--- src/rtl/tape_pkg.sv ---
// Shared types and helpers for the CSW tape player: FSM state encoding,
// accumulator width and FIFO pointer-width helper.
package tape_pkg;

  localparam int ACC_W = 32;

  typedef enum logic [2:0] {
    FETCH,
    EXT0,
    EXT1,
    EXT2,
    EXT3,
    RUN
  } tape_state_t;

  function automatic int clog2_depth(input int depth);
    int w;
    w = 0;
    while ((1 << w) < depth) w++;
    return w;
  endfunction

endpackage

--- src/rtl/tape_fifo.sv ---
// Single-clock byte FIFO with registered write; reset flushes the contents.
module tape_fifo
  import tape_pkg::*;
#(
  parameter int DEPTH = 16,
  parameter int AW    = clog2_depth(DEPTH)
) (
  input  logic          clk_sys,
  input  logic          reset,
  input  logic          push,
  input  logic [7:0]    wr_data,
  input  logic          pop,
  output logic [7:0]    rd_data,
  output logic          full,
  output logic          empty,
  output logic [AW:0]   count
);
  localparam logic [AW:0] FULL_CNT = DEPTH[AW:0];

  logic [7:0]    mem [DEPTH];
  logic [AW-1:0] wr_ptr, rd_ptr;
  logic          do_push, do_pop;

  // A push while full is dropped even if a pop frees a slot this cycle.
  assign do_push = push & ~full;
  assign do_pop  = pop & ~empty;
  assign full    = (count == FULL_CNT);
  assign empty   = (count == '0);
  assign rd_data = mem[rd_ptr];

  always_ff @(posedge clk_sys) begin
    if (do_push) mem[wr_ptr] <= wr_data;
  end

  always_ff @(posedge clk_sys) begin
    if (reset) begin
      wr_ptr <= '0;
      rd_ptr <= '0;
      count  <= '0;
    end else begin
      if (do_push) wr_ptr <= wr_ptr + AW'(1);
      if (do_pop)  rd_ptr <= rd_ptr + AW'(1);
      case ({do_push, do_pop})
        2'b10:   count <= count + (AW+1)'(1);
        2'b01:   count <= count - (AW+1)'(1);
        default: ;
      endcase
    end
  end

endmodule

--- src/rtl/csw_tape_player.sv ---
// CSW v1 RLE body player: buffers body bytes and regenerates the tape square wave.
// Define CSW_EXT_LEN_EN to include the 0-byte + 32-bit little-endian extended length path.
module csw_tape_player
  import tape_pkg::*;
#(
  parameter int CLK_HZ     = 64000000,
  parameter int SAMPLE_HZ  = 44100,
  parameter int FIFO_DEPTH = 16
) (
  input  logic       clk_sys,
  input  logic       reset,
  input  logic       play,
  input  logic       motor,
  input  logic [7:0] in_data,
  input  logic       in_valid,
  output logic       in_ready,
  output logic       tape_out,
  output logic       active,
  output logic       underrun
);
  localparam int AW = clog2_depth(FIFO_DEPTH);
  localparam logic [ACC_W-1:0] CLK_STEP = ACC_W'(CLK_HZ);
  localparam logic [ACC_W-1:0] SMP_STEP = ACC_W'(SAMPLE_HZ);

  logic             run, tick, dec, pop, pend;
  logic             fifo_full, fifo_empty;
  logic [7:0]       fifo_data;
  logic [AW:0]      fifo_level;
  logic [ACC_W-1:0] acc, acc_sum;
  logic [31:0]      cnt;
  tape_state_t      state, state_nxt;
`ifdef CSW_EXT_LEN_EN
  logic [23:0]      len;
`endif

  assign run      = play & motor;
  assign acc_sum  = acc + SMP_STEP;
  assign tick     = run & (acc_sum >= CLK_STEP);
  // A tick that landed during turnaround counts as this pulse's decrement.
  assign dec      = run & (tick | pend);
  assign in_ready = ~fifo_full;

  always_ff @(posedge clk_sys) begin
    if (reset)    acc <= '0;
    else if (run) acc <= tick ? (acc_sum - CLK_STEP) : acc_sum;
  end

  tape_fifo #(.DEPTH(FIFO_DEPTH), .AW(AW)) u_fifo (
    .clk_sys (clk_sys),
    .reset   (reset),
    .push    (in_valid),
    .wr_data (in_data),
    .pop     (pop),
    .rd_data (fifo_data),
    .full    (fifo_full),
    .empty   (fifo_empty),
    .count   (fifo_level)
  );

  always_ff @(posedge clk_sys) begin
    if (reset) state <= FETCH;
    else       state <= state_nxt;
  end

  always_comb begin
    state_nxt = state;
    case (state)
      FETCH: if (run && !fifo_empty) begin
`ifdef CSW_EXT_LEN_EN
        state_nxt = (fifo_data == 8'd0) ? EXT0 : RUN;
`else
        state_nxt = RUN;
`endif
      end
`ifdef CSW_EXT_LEN_EN
      EXT0: if (run && !fifo_empty) state_nxt = EXT1;
      EXT1: if (run && !fifo_empty) state_nxt = EXT2;
      EXT2: if (run && !fifo_empty) state_nxt = EXT3;
      EXT3: if (run && !fifo_empty) state_nxt = ({fifo_data, len} == 32'd0) ? FETCH : RUN;
`endif
      RUN:   if (dec && cnt == 32'd1) state_nxt = FETCH;
      default: state_nxt = FETCH;
    endcase
  end

  always_comb begin
    pop    = 1'b0;
    active = 1'b0;
    case (state)
      FETCH: pop = run & ~fifo_empty;
      EXT0, EXT1, EXT2, EXT3: begin
        pop    = run & ~fifo_empty;
        active = 1'b1;
      end
      RUN:   active = 1'b1;
      default: ;
    endcase
  end

  always_ff @(posedge clk_sys) begin
    if (reset) begin
      tape_out <= 1'b0;
      underrun <= 1'b0;
      pend     <= 1'b0;
    end else begin
      if (run && state != RUN && fifo_level == '0) underrun <= 1'b1;
      if (state == RUN) begin
        if (run) pend <= pend & tick;
        if (dec && cnt == 32'd1) tape_out <= ~tape_out;
      end else if (tick) begin
        pend <= 1'b1;
      end
    end
  end

  // Pulse length and extended-length bytes carry no reset; FETCH reloads them.
  always_ff @(posedge clk_sys) begin
    case (state)
`ifdef CSW_EXT_LEN_EN
      FETCH: if (pop) cnt <= {24'd0, fifo_data};
      EXT0:  if (pop) len[7:0]   <= fifo_data;
      EXT1:  if (pop) len[15:8]  <= fifo_data;
      EXT2:  if (pop) len[23:16] <= fifo_data;
      EXT3:  if (pop) cnt <= {fifo_data, len};
`else
      FETCH: if (pop) cnt <= (fifo_data == 8'd0) ? 32'd256 : {24'd0, fifo_data};
`endif
      RUN:   if (dec) cnt <= cnt - 32'd1;
      default: ;
    endcase
  end

endmodule
--- config.mk ---
export PLATFORM = sky130hd
export DESIGN_NAME = csw_tape_player
export DESIGN_NICKNAME = d
export VERILOG_FILES = /design/src/rtl/tape_pkg.sv /design/src/rtl/tape_fifo.sv /design/src/rtl/csw_tape_player.sv
export SDC_FILE = /design/constraint.sdc
export NUM_CORES = 1
export LEC_CHECK = 0
export CAP_MARGIN = 20
export CORE_AREA = 2 2 190 99
export DETAILED_ROUTE_END_ITERATION = 8
export DIE_AREA = 0 0 192 101
export PLACE_DENSITY_LB_ADDON = 0.1
export SETUP_SLACK_MARGIN = 0.4
export SYNTH_ARGS = -nofsm -noshare
export SYNTH_HDL_FRONTEND = slang
export SYNTH_SLANG_ARGS = --single-unit
--- constraint.sdc ---
create_clock -name clk_sys -period 6.2 [get_ports clk_sys]
set_input_delay 1.24 -clock clk_sys [delete_from_list [all_inputs] [get_ports clk_sys]]
set_output_delay 1.24 -clock clk_sys [all_outputs]
set_load 0.02 [all_outputs]
# After elaboration in Yosys (flattened, before gate mapping)
# Memory sizes are Yosys's and may differ from the RTL's. A register that Yosys moved wholly into a read port is not among the register bits.
# Cells that the tools add are included.
[word_totals]
memories = 1
out_inout_bits = 4
register_bits = 83
in_bits = 13
mem_bits_rw = 128
[memory_table]
columns = ["memory", "depth", "word_bits", "read_ports", "rd_clocked_by_memory_dff", "wr", "line_no", "rtl"]
rows = [
  ["u_fifo.mem", 16, 8, 1, 1, 1, "tape_fifo.sv:20", "logic [7:0] mem [DEPTH];"],
]
[op_classes]
n_bitwise = 11
mux = 18
n_reduce_logical = 17
magnitude_cmp = 1
n_addsub = 7
n_eq_ne = 15
[ops]
columns = ["cell", "count"]
rows = [
  ["$mux 32", 3],
  ["$pmux 32 s2", 1],
  ["$add 32x16->32 const B", 1],
  ["$eq 32x1->1 const B", 1],
  ["$ge 32x26->1 const B", 1],
  ["$sub 32x1->32 const B", 1],
  ["$sub 32x26->32 const B", 1],
  ["$pmux 5 s2", 1],
  ["$reduce_or 5->1", 2],
  ["$mux 9", 1],
  ["$add 4x1->4 const B", 2],
  ["$logic_not 8->1", 1],
  ["$mux 4", 2],
  ["$ne 2x2->1 const B", 4],
  ["$and 1x1->1", 7],
  ["$mux 1", 7],
  ["$eq 3x2->1 const B", 2],
  ["$eq 3x3->1 const B", 2],
  ["$mux 3", 2],
  ["$pmux 3 s2", 1],
  ["$reduce_and 2->1", 3],
  ["$reduce_bool 2->1", 3],
  ["$add 5x1->5 const B", 1],
  ["$eq 5x5->1 const B", 1],
  ["13 further kinds", 18],
]

# Logic depth before layout (Yosys ltp)
# Gate-level depths: netlist of run 1.
[depth]
ltp_word = 8
mapped_depth = 15

# Cells and area by module
# A second synthesis of run 1 with hierarchy kept.
[hier_totals]
cells_unflattened = 856
hier_area_um2 = 10674.0
[modules_own_cells]
columns = ["module", "cells_each", "seq_area_each_um2", "area_per_inst_um2", "n_inst"]
rows = [
  ["tape_fifo", 305, 4184.0, 5974.5, 1],
  ["csw_tape_player", 551, 1641.6, 4699.5, 1],
]

# Worst setup path after synthesis of run 1
# No wires, ideal clock.
[synth_timing]
path_kind = "register to register"
start = "register acc[6]"
end = "register cnt[0] (enable)"
t_arrival_ps = 5222
slack_ps = 508
path_stages_with_launch = 15
period_less_slack_ps = 5692
cell_sequence = "dfxtp_1 -> or3_1 -> clkbuf_1 -> o211ai_1 -> xnor2_1 -> ha_1 -> nand2_1 -> mux2_2 -> nor4bb_1 -> o2111ai_2 -> nand3_1 -> buf_2 -> buf_4 -> nor3_1 -> a211oi_1"
[synth_via]
elab_chain_len = 7
[synth_rtl]
columns = ["element", "line_no", "rtl"]
rows = [
  ["start, declared", "csw_tape_player.sv:29", "logic [ACC_W-1:0] acc, acc_sum;"],
  ["start signal, assigned", "csw_tape_player.sv:45", "else if (run) acc <= tick ? (acc_sum - CLK_STEP) : acc_sum;"],
  ["$add 32x16->32", "csw_tape_player.sv:37", "assign acc_sum = acc + SMP_STEP;"],
  ["$ge 32x26->1", "csw_tape_player.sv:38", "assign tick = run & (acc_sum >= CLK_STEP);"],
  ["$and 1x1->1", "csw_tape_player.sv:38", ""],
  ["$or 1x1->1", "csw_tape_player.sv:40", "assign dec = run & (tick | pend);"],
  ["$and 1x1->1", "csw_tape_player.sv:40", ""],
  ["$ne 2x2->1 (no source line)", "-", ""],
  ["$reduce_and 3->1 (no source line)", "-", ""],
  ["end signal, assigned", "csw_tape_player.sv:126", "FETCH: if (pop) cnt <= (fifo_data == 8'd0) ? 32'd256 : {24'd0, fifo_data};"],
  ["end signal, assigned", "csw_tape_player.sv:128", "RUN: if (dec) cnt <= cnt - 32'd1;"],
  ["end, declared", "csw_tape_player.sv:30", "logic [31:0] cnt;"],
]
# Every way passes these cells.
# A chain may end at the register's enable or synchronous reset.

# Worst setup path after layout of run 1
[layout_timing]
start = "register acc[16]"
end = "register cnt[8] (enable)"
# Same word-level chain as after synthesis.

==> impl_metrics.yaml, run 1 <==
outcome:
  status: "finished, final reports clean"
synth:
  syn_inst: 874
  ys_seq_area_share_pct: 55.0
  avgSynthCellArea_um2: 12.1
  synthArstFlopShare_pct: 0
  synth_ff_type: "edfxtp_1"
  synth_edf_count: 160
  synth_cell_type_count: 82
  synthesis.area_um2: 10600
  synth_seq_cells: 211
  syn-num-nets: 903
  yosysWarnings: 0
cells_and_area:
  area_growth_pct: 9.49
  instances_no_fill: 1125
  antenna_cells: 0
  num-fill-cells: 1321
  fin_nets: 901
  drive_above_1_share_pct: 13.2
drt:
  wire_per_inst_um: 22.7
  first_iter_violations: 940
  num_vias: 7321
  final_antenna_net_count: 0
  drt-vias-per-instance: 6.51
  drc: 0
  detail_route.wirelength_um: 25500
  dr.pass1.iters: 5
clock_network:
  cts_tree: "done"
  clock_sinks: 211
  cts_root_buf: "clkbuf_16"
  postCtsSetupBuffers: 0
  clk_path_buf_depth: 3
  cts_made_buffers: 20
  clock_latency_ps: 490
  cts_hold_repair.buffers: 0
  htreeDepth: 1
  clk_pin_slew_worst_paths_ps: 70
  cts-resized-gates: 0
floorplanning:
  die_w_um: 192
  io_pins: 17
  rows: 35
  die_area_um2: 19400
  core_area_um2: 17900
  fp.dieH_um: 101
  initial_core_util_pct: 59.3
setup_path:
  reg2regPathDepth: 11
  rrSetupSlack_ps: 1570
  cp.required_ps: 6340
  path_class: "flop to flop"
  start_kind: "flop"
  arrival_ps: 4760
  worst_setup_path_end_kind: "flop"
  worstPathMaxFanout: 32
  reg2reg_from: "acc[16]"
  timing.rr.end: "cnt[8]"
timing:
  final.min_clock_period_ps: 4630
  final_max_slew_viol_count: 0
  setup_viol: 0
  relSlewSlack_pct: 33.5
  fin_tns_setup_ps: 0
  fin_crit_sh_pct: 74.7
  rsz0062_at_grt: "false"
  finClkSkew_ps: 14.3
  max_freq_ghz: 0.216
  hold_violations: 0
  worst_pin_slew_ps: 991
global_route:
  grt_pass1_vias: 6817
  grt_max_degree: 60
  antenna_found_initial: 0
  grt_overflow: 0
  grt_pass1_wl_um: 39000
  grt_usage_pct: 26.9
hold_path:
  hold_start: "underrun"
  hold_path_class: "flop to flop"
  min_path_cells: 2
  hold_path_end: "underrun"
job:
  maxCapViolations: 0
placement:
  place_hpwl_um: 17800
  dp.cells: 1089
  place_congestion: 0.993
  portBuffers: 16
power:
  power_density_nw_per_um2: 357
  p_leak_nw: 3.69
  ir_drop_uv: 364
worst max-delay path by stage:
stage                     startpoint  slack, ps              end
after CTS                     acc[6]       1740           cnt[8]
after floorplan               acc[6]        510           cnt[0]
after global placement          play       1770  u_fifo.count[4]
after global routing          acc[6]       1430           cnt[0]
after detailed placement        play       1600  u_fifo.count[4]
final                        acc[16]       1570           cnt[8]
per-stage QoR:
| step | setup WS (ps) | utilization [%] | area (um2) | hold slack, ps | power (mW) |
|---|---|---|---|---|---|
| floorplan | 508 | - | 10600 | 472 | 2.61 |
| global placement | 1770 | 61.1 | 10900 | 461 | 2.84 |
| detailed placement | 1600 | 61.1 | 10900 | 464 | 2.89 |
| CTS | 1740 | 64.7 | 11600 | 496 | 4.11 |
| global route | 1430 | 64.9 | 11600 | 545 | 4.29 |
| finish | 1570 | 64.9 | 11600 | 491 | 4.14 |
area by class of cell:
cell class              instances  area, um2  share of cell area (%)
well taps                     240        300                    2.59
flip-flops and latches        211       5830                    50.3
inverters                      20       75.1                   0.647
clock inverters                14        128                    1.10
repair buffers                 29        273                    2.35
multi-input cells             590       4470                    38.5
clock buffers                  21        526                    4.53
cell usage after synthesis, types with 18 or more instances:
master / count / area share (%)
o21ai_0: 34 / 1.6
clkbuf_1: 24 / 0.85
nand3_1: 21 / 0.99
or3_1: 20 / 1.2
inv_1: 20 / 0.71
nor2_1: 89 / 3.2
nand2_1: 53 / 1.9
edfxtp_1: 160 / 45
dfxtp_1: 51 / 9.6
mux4_2: 40 / 8.5
xor2_1: 18 / 1.5
nor3_1: 23 / 1.1
xnor2_1: 35 / 2.9
a21oi_1: 45 / 2.1
critical path: stages, from the launching register on:
cell and delay, ps:
dfxtp_1 700, nand4_1 420, a21o_1 320, a21oi_1 460
o2111ai_1 240, a211oi_1 450, o2111ai_2 330, nand3_1 310
buf_4 310, nor3_1 110, a211oi_4 180, buf_4 410
cell families (layout without fill, tap and decap cells):
kind of cell             count (synthesis)  count (layout)  synth area share, %
AO/OA/AOI/OAI                          172             172                 11.4
XOR/XNOR                                53              53                 4.38
adder cells (fa/ha/maj)                 16              16                 1.96
buffers and inverters                   73              84                 2.93
flip-flops                             211             211                 55.0
multiplexers                            55              55                 10.1
AND/OR/NAND/NOR                        294             294                 14.2
power breakdown:
part           switching, mW  internal, mW  leakage, nW
Sequential             0.145          1.63         1.87
Clock                  0.519         0.701        0.318
Combinational          0.709         0.437         1.50
cell usage in the layout (no fill, tap or decap), types with 12 or more instances in the layout:
cell type	netlist	layout
buf_4	3	12
o21ai_0	34	34
nand4_1	15	15
nand3_1	21	21
or3_1	20	20
nand2_1	53	53
nor4_1	15	15
ha_1	15	15
mux4_2	40	40
nor2_1	89	89
inv_1	20	20
clkbuf_16	0	21
dfxtp_1	51	50
and3_1	12	12
clkdlybuf4s50_1	0	15
edfxtp_1	160	160
a21oi_1	45	45
nor3_1	23	23
xor2_1	18	18
xnor2_1	35	35
sequential cells by signal, summed over array words and instances (netlist names), named ones only:
signal	count
acc	30
cnt	32
pend	1
state	1
tape_out	1
u_fifo.count	5
u_fifo.mem	128
u_fifo.rd_ptr	4
u_fifo.wr_ptr	4
underrun	1
metal layers:
metal	routed length (um)	GRT usage [%]
met5	0	0
met4	281	4.05
met3	2920	6.33
met2	10100	36.2
met1	12200	44.4
No activity file was read; power rests on OpenSTA's default activity.
==> run 2: changes to the inputs <==
- clock period: 6.2 -> 4.3 ns (I/O delays scaled with it)
==> run 2 against run 1 <==
Net effect:
- hold slack lost 3.5 ps
- highest routed layer unchanged
- via count is 2.2% higher
- combinational power is 65% higher
- die area is the same
- critical endpoint is now acc[20]
- count of clock-buffer cells in the layout grew 7
==> impl_metrics.yaml, run 2 (synthesis results as in run 1) <==
outcome:
  status: "finished, final reports clean"
power:
  total_power_mw: 6.30
  switching_power_mw: 2.05
  ir_drop_uv: 412
  seqPwrFrac_pct: 40.8
  p_clk_share_pct: 29.0
  internal_power_mw: 4.24
  netSwitchingFraction_pct: 32.6
  p_leak_nw: 3.81
  comb_power_share_pct: 30.2
  power_density_nw_per_um2: 529
drt:
  final_antenna_net_count: 0
  drc: 0
  detail_route.wirelength_um: 25600
  drt-vias-per-instance: 6.55
  wire_per_inst_um: 22.4
  first_iter_violations: 981
  dr.pass1.iters: 5
  num_vias: 7480
setup_path:
  worstPathMaxFanout: 10
  reg2reg_from: "acc[22]"
  worst_setup_path_end_kind: "flop"
  reg2regPathDepth: 10
  rrSetupSlack_ps: 420
  start_kind: "flop"
  cp.required_ps: 4690
  arrival_ps: 4270
  path_class: "flop to flop"
  timing.rr.end: "acc[20]"
timing:
  fin_crit_sh_pct: 90.2
  final_max_slew_viol_count: 0
  max_freq_ghz: 0.258
  finClkSkew_ps: 10.7
  rsz0062_at_grt: "false"
  setup_viol: 0
  fin_tns_setup_ps: 0
  final.min_clock_period_ps: 3880
  relSlewSlack_pct: 30.1
  worst_pin_slew_ps: 1050
  hold_violations: 0
global_route:
  grt_max_degree: 55
  grt_overflow: 0
  grt_pass1_vias: 6942
  antenna_found_initial: 0
  grt_usage_pct: 27.1
  grt_pass1_wl_um: 39700
floorplanning:
  io_pins: 17
  die_w_um: 192
  rows: 35
  die_area_um2: 19400
  fp.dieH_um: 101
  core_area_um2: 17900
  initial_core_util_pct: 59.3
job:
  maxCapViolations: 0
hold_path:
  hold_start: "underrun"
  hold_path_end: "underrun"
  min_path_cells: 2
  hold_path_class: "flop to flop"
placement:
  place_congestion: 0.984
  place_hpwl_um: 17800
  place_area_um2: 11100
  portBuffers: 16
clock_network:
  clock_sinks: 211
  cts_root_buf: "clkbuf_16"
  clk_path_buf_depth: 3
  clock_latency_ps: 510
  cts_tree: "done"
  clk_pin_slew_worst_paths_ps: 70
  cts_made_buffers: 20
  cts_hold_repair.buffers: 0
  htreeDepth: 1
cells_and_area:
  drive_above_1_share_pct: 16.9
  largest_register_ffs: 128
  regMostFlops: "u_fifo.mem"
  fin_nets: 917
  design_area_um2: 11900
  antenna_cells: 0
  final_common_cell: "edfxtp_1"
  top_regs: "u_fifo.mem x128, cnt x32, acc x30"
  mostFrequentLayoutCells: "edfxtp_1, nor2_1, nand2_1, dfxtp_1, a21oi_1"
  area_growth_pct: 12.3
==> run 2: worst max path at each step <==
| stage | from | to |
|---|---|---|
| 2_1_floorplan | acc[6] | cnt[0] |
| 3_3_place_gp | acc[2] | acc[18] |
| 3_5_place_dp | acc[2] | acc[18] |
| 4_1_cts | acc[21] | acc[20] |
| 5_1_grt | acc[2] | acc[20] |
| 6_report | acc[22] | acc[20] |
==> run 2: worst max-delay path, cell delays in order (launching register included) <==
cell	delay [ps]
dfxtp_1	500
nand4_1	320
nor4_4	370
a2bb2oi_4	170
or3b_4	440
a211oi_4	380
o2111ai_4	250
and3_4	310
or3_1	350
a21oi_1	300
mux2_1	350
==> run 2: cell type report <==
type | count | area (um2)
flip-flops and latches | 211 | 5830
inverters | 20 | 75.1
fillers | 1308 | 5970
clock inverters | 8 | 91.3
repair buffers | 45 | 410
multi-input cells | 590 | 4600
clock buffers | 28 | 582
well taps | 240 | 300
==> run 2: power by group through the flow <==
stage / registers [mW] / logic, mW / clock network [mW]
after floorplan: 2.48 / 1.36 / 0
after global placement: 2.58 / 1.63 / 0
after detailed placement: 2.60 / 1.67 / 0
after CTS: 2.56 / 1.70 / 1.85
after global routing: 2.58 / 2.03 / 1.93
final: 2.57 / 1.90 / 1.83
==> run 2: repair_timing <==
action                     CTS  global route
setup endpoints to repair    8            45
resized for setup            9            14
setup buffers                1             2
pin swaps                    1             2
==> run 2: stage by stage <==
stage	hold slack [ps]	std cells	setup WS (ps)	utilization [%]
floorplan	472	874	414	-
global placement	461	1103	393	62.0
detailed placement	465	1103	274	62.0
CTS	488	1140	405	66.0
global route	517	1142	376	66.6
finish	487	1142	423	66.6
==> run 2: routing by layer <==
| metal | vias to the layer above | global-route usage (%) | part of all wire (%) |
|---|---|---|---|
| met4 | 0 | 3.99 | 1.2 |
| met5 | - | 0 | 0 |
| met1 | 3719 | 45.5 | 49 |
| met3 | 35 | 6.44 | 11 |
| li1 | 3371 | - | - |
| met2 | 355 | 35.5 | 40 |
==> run 3: changes to the inputs <==
- CAP_MARGIN: 20 -> 15
- GPL_TIMING_DRIVEN: not set -> 0
==> run 3 against run 2 <==
Net effect:
- critical path depth rose by 4
- utilization is 1.7 points higher
- critical endpoint unchanged
- first-iteration DRC count decreased by 24%
- power fell by 0.29%
- via count grew 2.6%
- register-to-register slack improved by 30 ps
- count of clock-buffer cells in the layout is 3 lower
- hold slack improved by 19 ps
==> impl_metrics.yaml, run 3 (synthesis results as in run 1) <==
outcome:
  status: "finished, final reports clean"
placement:
  dp.cells: 1131
  place_area_um2: 11100
  place_hpwl_um: 19400
  place_congestion: 0.946
  portBuffers: 16
setup_path:
  arrival_ps: 4220
  path_class: "flop to flop"
  startpoint: "acc[2]"
  worst_setup_path_end_kind: "flop"
  start_kind: "flop"
  worstPathMaxFanout: 10
  reg2reg_from: "acc[2]"
  cp.required_ps: 4670
timing:
  relSlewSlack_pct: 20.3
  worst_pin_slew_ps: 1190
  hold_violations: 0
  final.min_clock_period_ps: 3850
  final_max_slew_viol_count: 0
  rsz0062_at_grt: "true"
  fin_crit_sh_pct: 89.5
  setup_viol: 0
  whs_ps: 506
  finClkSkew_ps: 12.7
  max_freq_ghz: 0.260
drt:
  wire_per_inst_um: 22.9
  drc: 0
  final_antenna_net_count: 0
  first_iter_violations: 743
  dr.pass1.iters: 5
  detail_route.wirelength_um: 27400
  drt-vias-per-instance: 6.42
  num_vias: 7673
cells_and_area:
  multi_input_area_um2: 4680
  final_common_cell: "edfxtp_1"
  regArea_um2: 5840
  area_growth_pct: 15.2
  fin_nets: 972
  mostFrequentLayoutCells: "edfxtp_1, nor2_1, nand2_1, dfxtp_1"
  largest_register_ffs: 128
  top_regs: "u_fifo.mem x128, cnt x32, acc x30"
  antenna_cells: 0
  design_area_um2: 12200
  regMostFlops: "u_fifo.mem"
  drive_above_1_share_pct: 19.1
  num-fill-cells: 1252
  instances_no_fill: 1196
global_route:
  antenna_found_initial: 0
  grt_pass1_wl_um: 41900
  grt_usage_pct: 29.0
  grt_overflow: 0
  grt_pass1_vias: 7156
  grt_max_degree: 17
power:
  internal_power_mw: 4.14
  seqPwrFrac_pct: 39.6
  p_leak_nw: 3.96
  power_density_nw_per_um2: 515
  comb_power_share_pct: 34.4
  ir_drop_uv: 284
  switching_power_mw: 2.14
  netSwitchingFraction_pct: 34.1
  p_clk_share_pct: 26.1
hold_path:
  hold_path_class: "flop to flop"
  hold_start: "u_fifo.count[4]"
job:
  maxCapViolations: 0
clock_network:
  clk_pin_slew_worst_paths_ps: 70
  cts_tree: "done"
  htreeDepth: 1
  clk_path_buf_depth: 3
  cts_root_buf: "clkbuf_16"
  clock_latency_ps: 490
  clock_sinks: 211
  cts_made_buffers: 19
floorplanning:
  rows: 35
  io_pins: 17
  fp.dieH_um: 101
  die_w_um: 192
  core_area_um2: 17900
  initial_core_util_pct: 59.3
  die_area_um2: 19400
run 3: per-stage QoR:
| step | TNS, ps | util (%) | setup WS, ps | power [mW] |
|---|---|---|---|---|
| final | 0 | 68.3 | 452 | 6.28 |
| after global routing | 0 | 68.3 | 380 | 6.56 |
| after CTS | 0 | 66.8 | 383 | 6.14 |
| after detailed placement | -8510 | 62.4 | -346 | 4.39 |
| after global placement | -20280 | 62.2 | -632 | 4.34 |
| after floorplan | 0 | - | 414 | 3.84 |
run 3: power by group through the flow:
| stage | logic [mW] | clock network (mW) | registers, mW |
|---|---|---|---|
| final | 2.16 | 1.64 | 2.48 |
| after detailed placement | 1.88 | 0 | 2.52 |
| after CTS | 2.01 | 1.66 | 2.48 |
| after global placement | 1.83 | 0 | 2.51 |
| after floorplan | 1.36 | 0 | 2.48 |
| after global routing | 2.31 | 1.74 | 2.50 |
run 3: worst paths after layout:
kind | endpoint | slack (ps) | cells past startpoint
max | acc[20] | 450 | 14
max reg2reg | acc[20] | 450 | 14
min | u_fifo.count[4] | 510 | 2
min reg2reg | u_fifo.count[4] | 510 | 2
run 3: critical path: stages (launching register included):
cell and delay (ps):
dfxtp_4 390, ha_4 170, and3_1 200, buf_6 150, o2111ai_4 220, a2111oi_4 440, xnor2_2 180, nor4bb_4 390
o2111ai_4 190, buf_4 190, and3_1 170, buf_6 150, or3_1 350, a21oi_1 190, mux2_1 350
run 3: cell type report:
type,instances,share of cell area (%)
clock inverter,9,0.636
buffer,53,2.30
sequential,211,47.8
tap,240,2.46
timing repair buffer,48,3.60
inverter,20,0.615
multi-input combinational,590,38.4
clock buffer,25,4.16
run 3: routing by layer:
layer	global-route usage (%)	wire length, um	up-vias
met1	47.5	13300	3825
li1	-	-	3491
met3	8.56	2890	31
met5	0	0	-
met2	38.4	10800	326
met4	4.17	309	0
run 3: what timing repair did:
item / in CTS / in global routing
resized for setup: 20 / 34
hold buffers: 0 / 0
pin swaps: 7 / 16
cloned: 1 / 0
setup endpoints to repair: 52 / 42
buffers inserted: 8 / 21
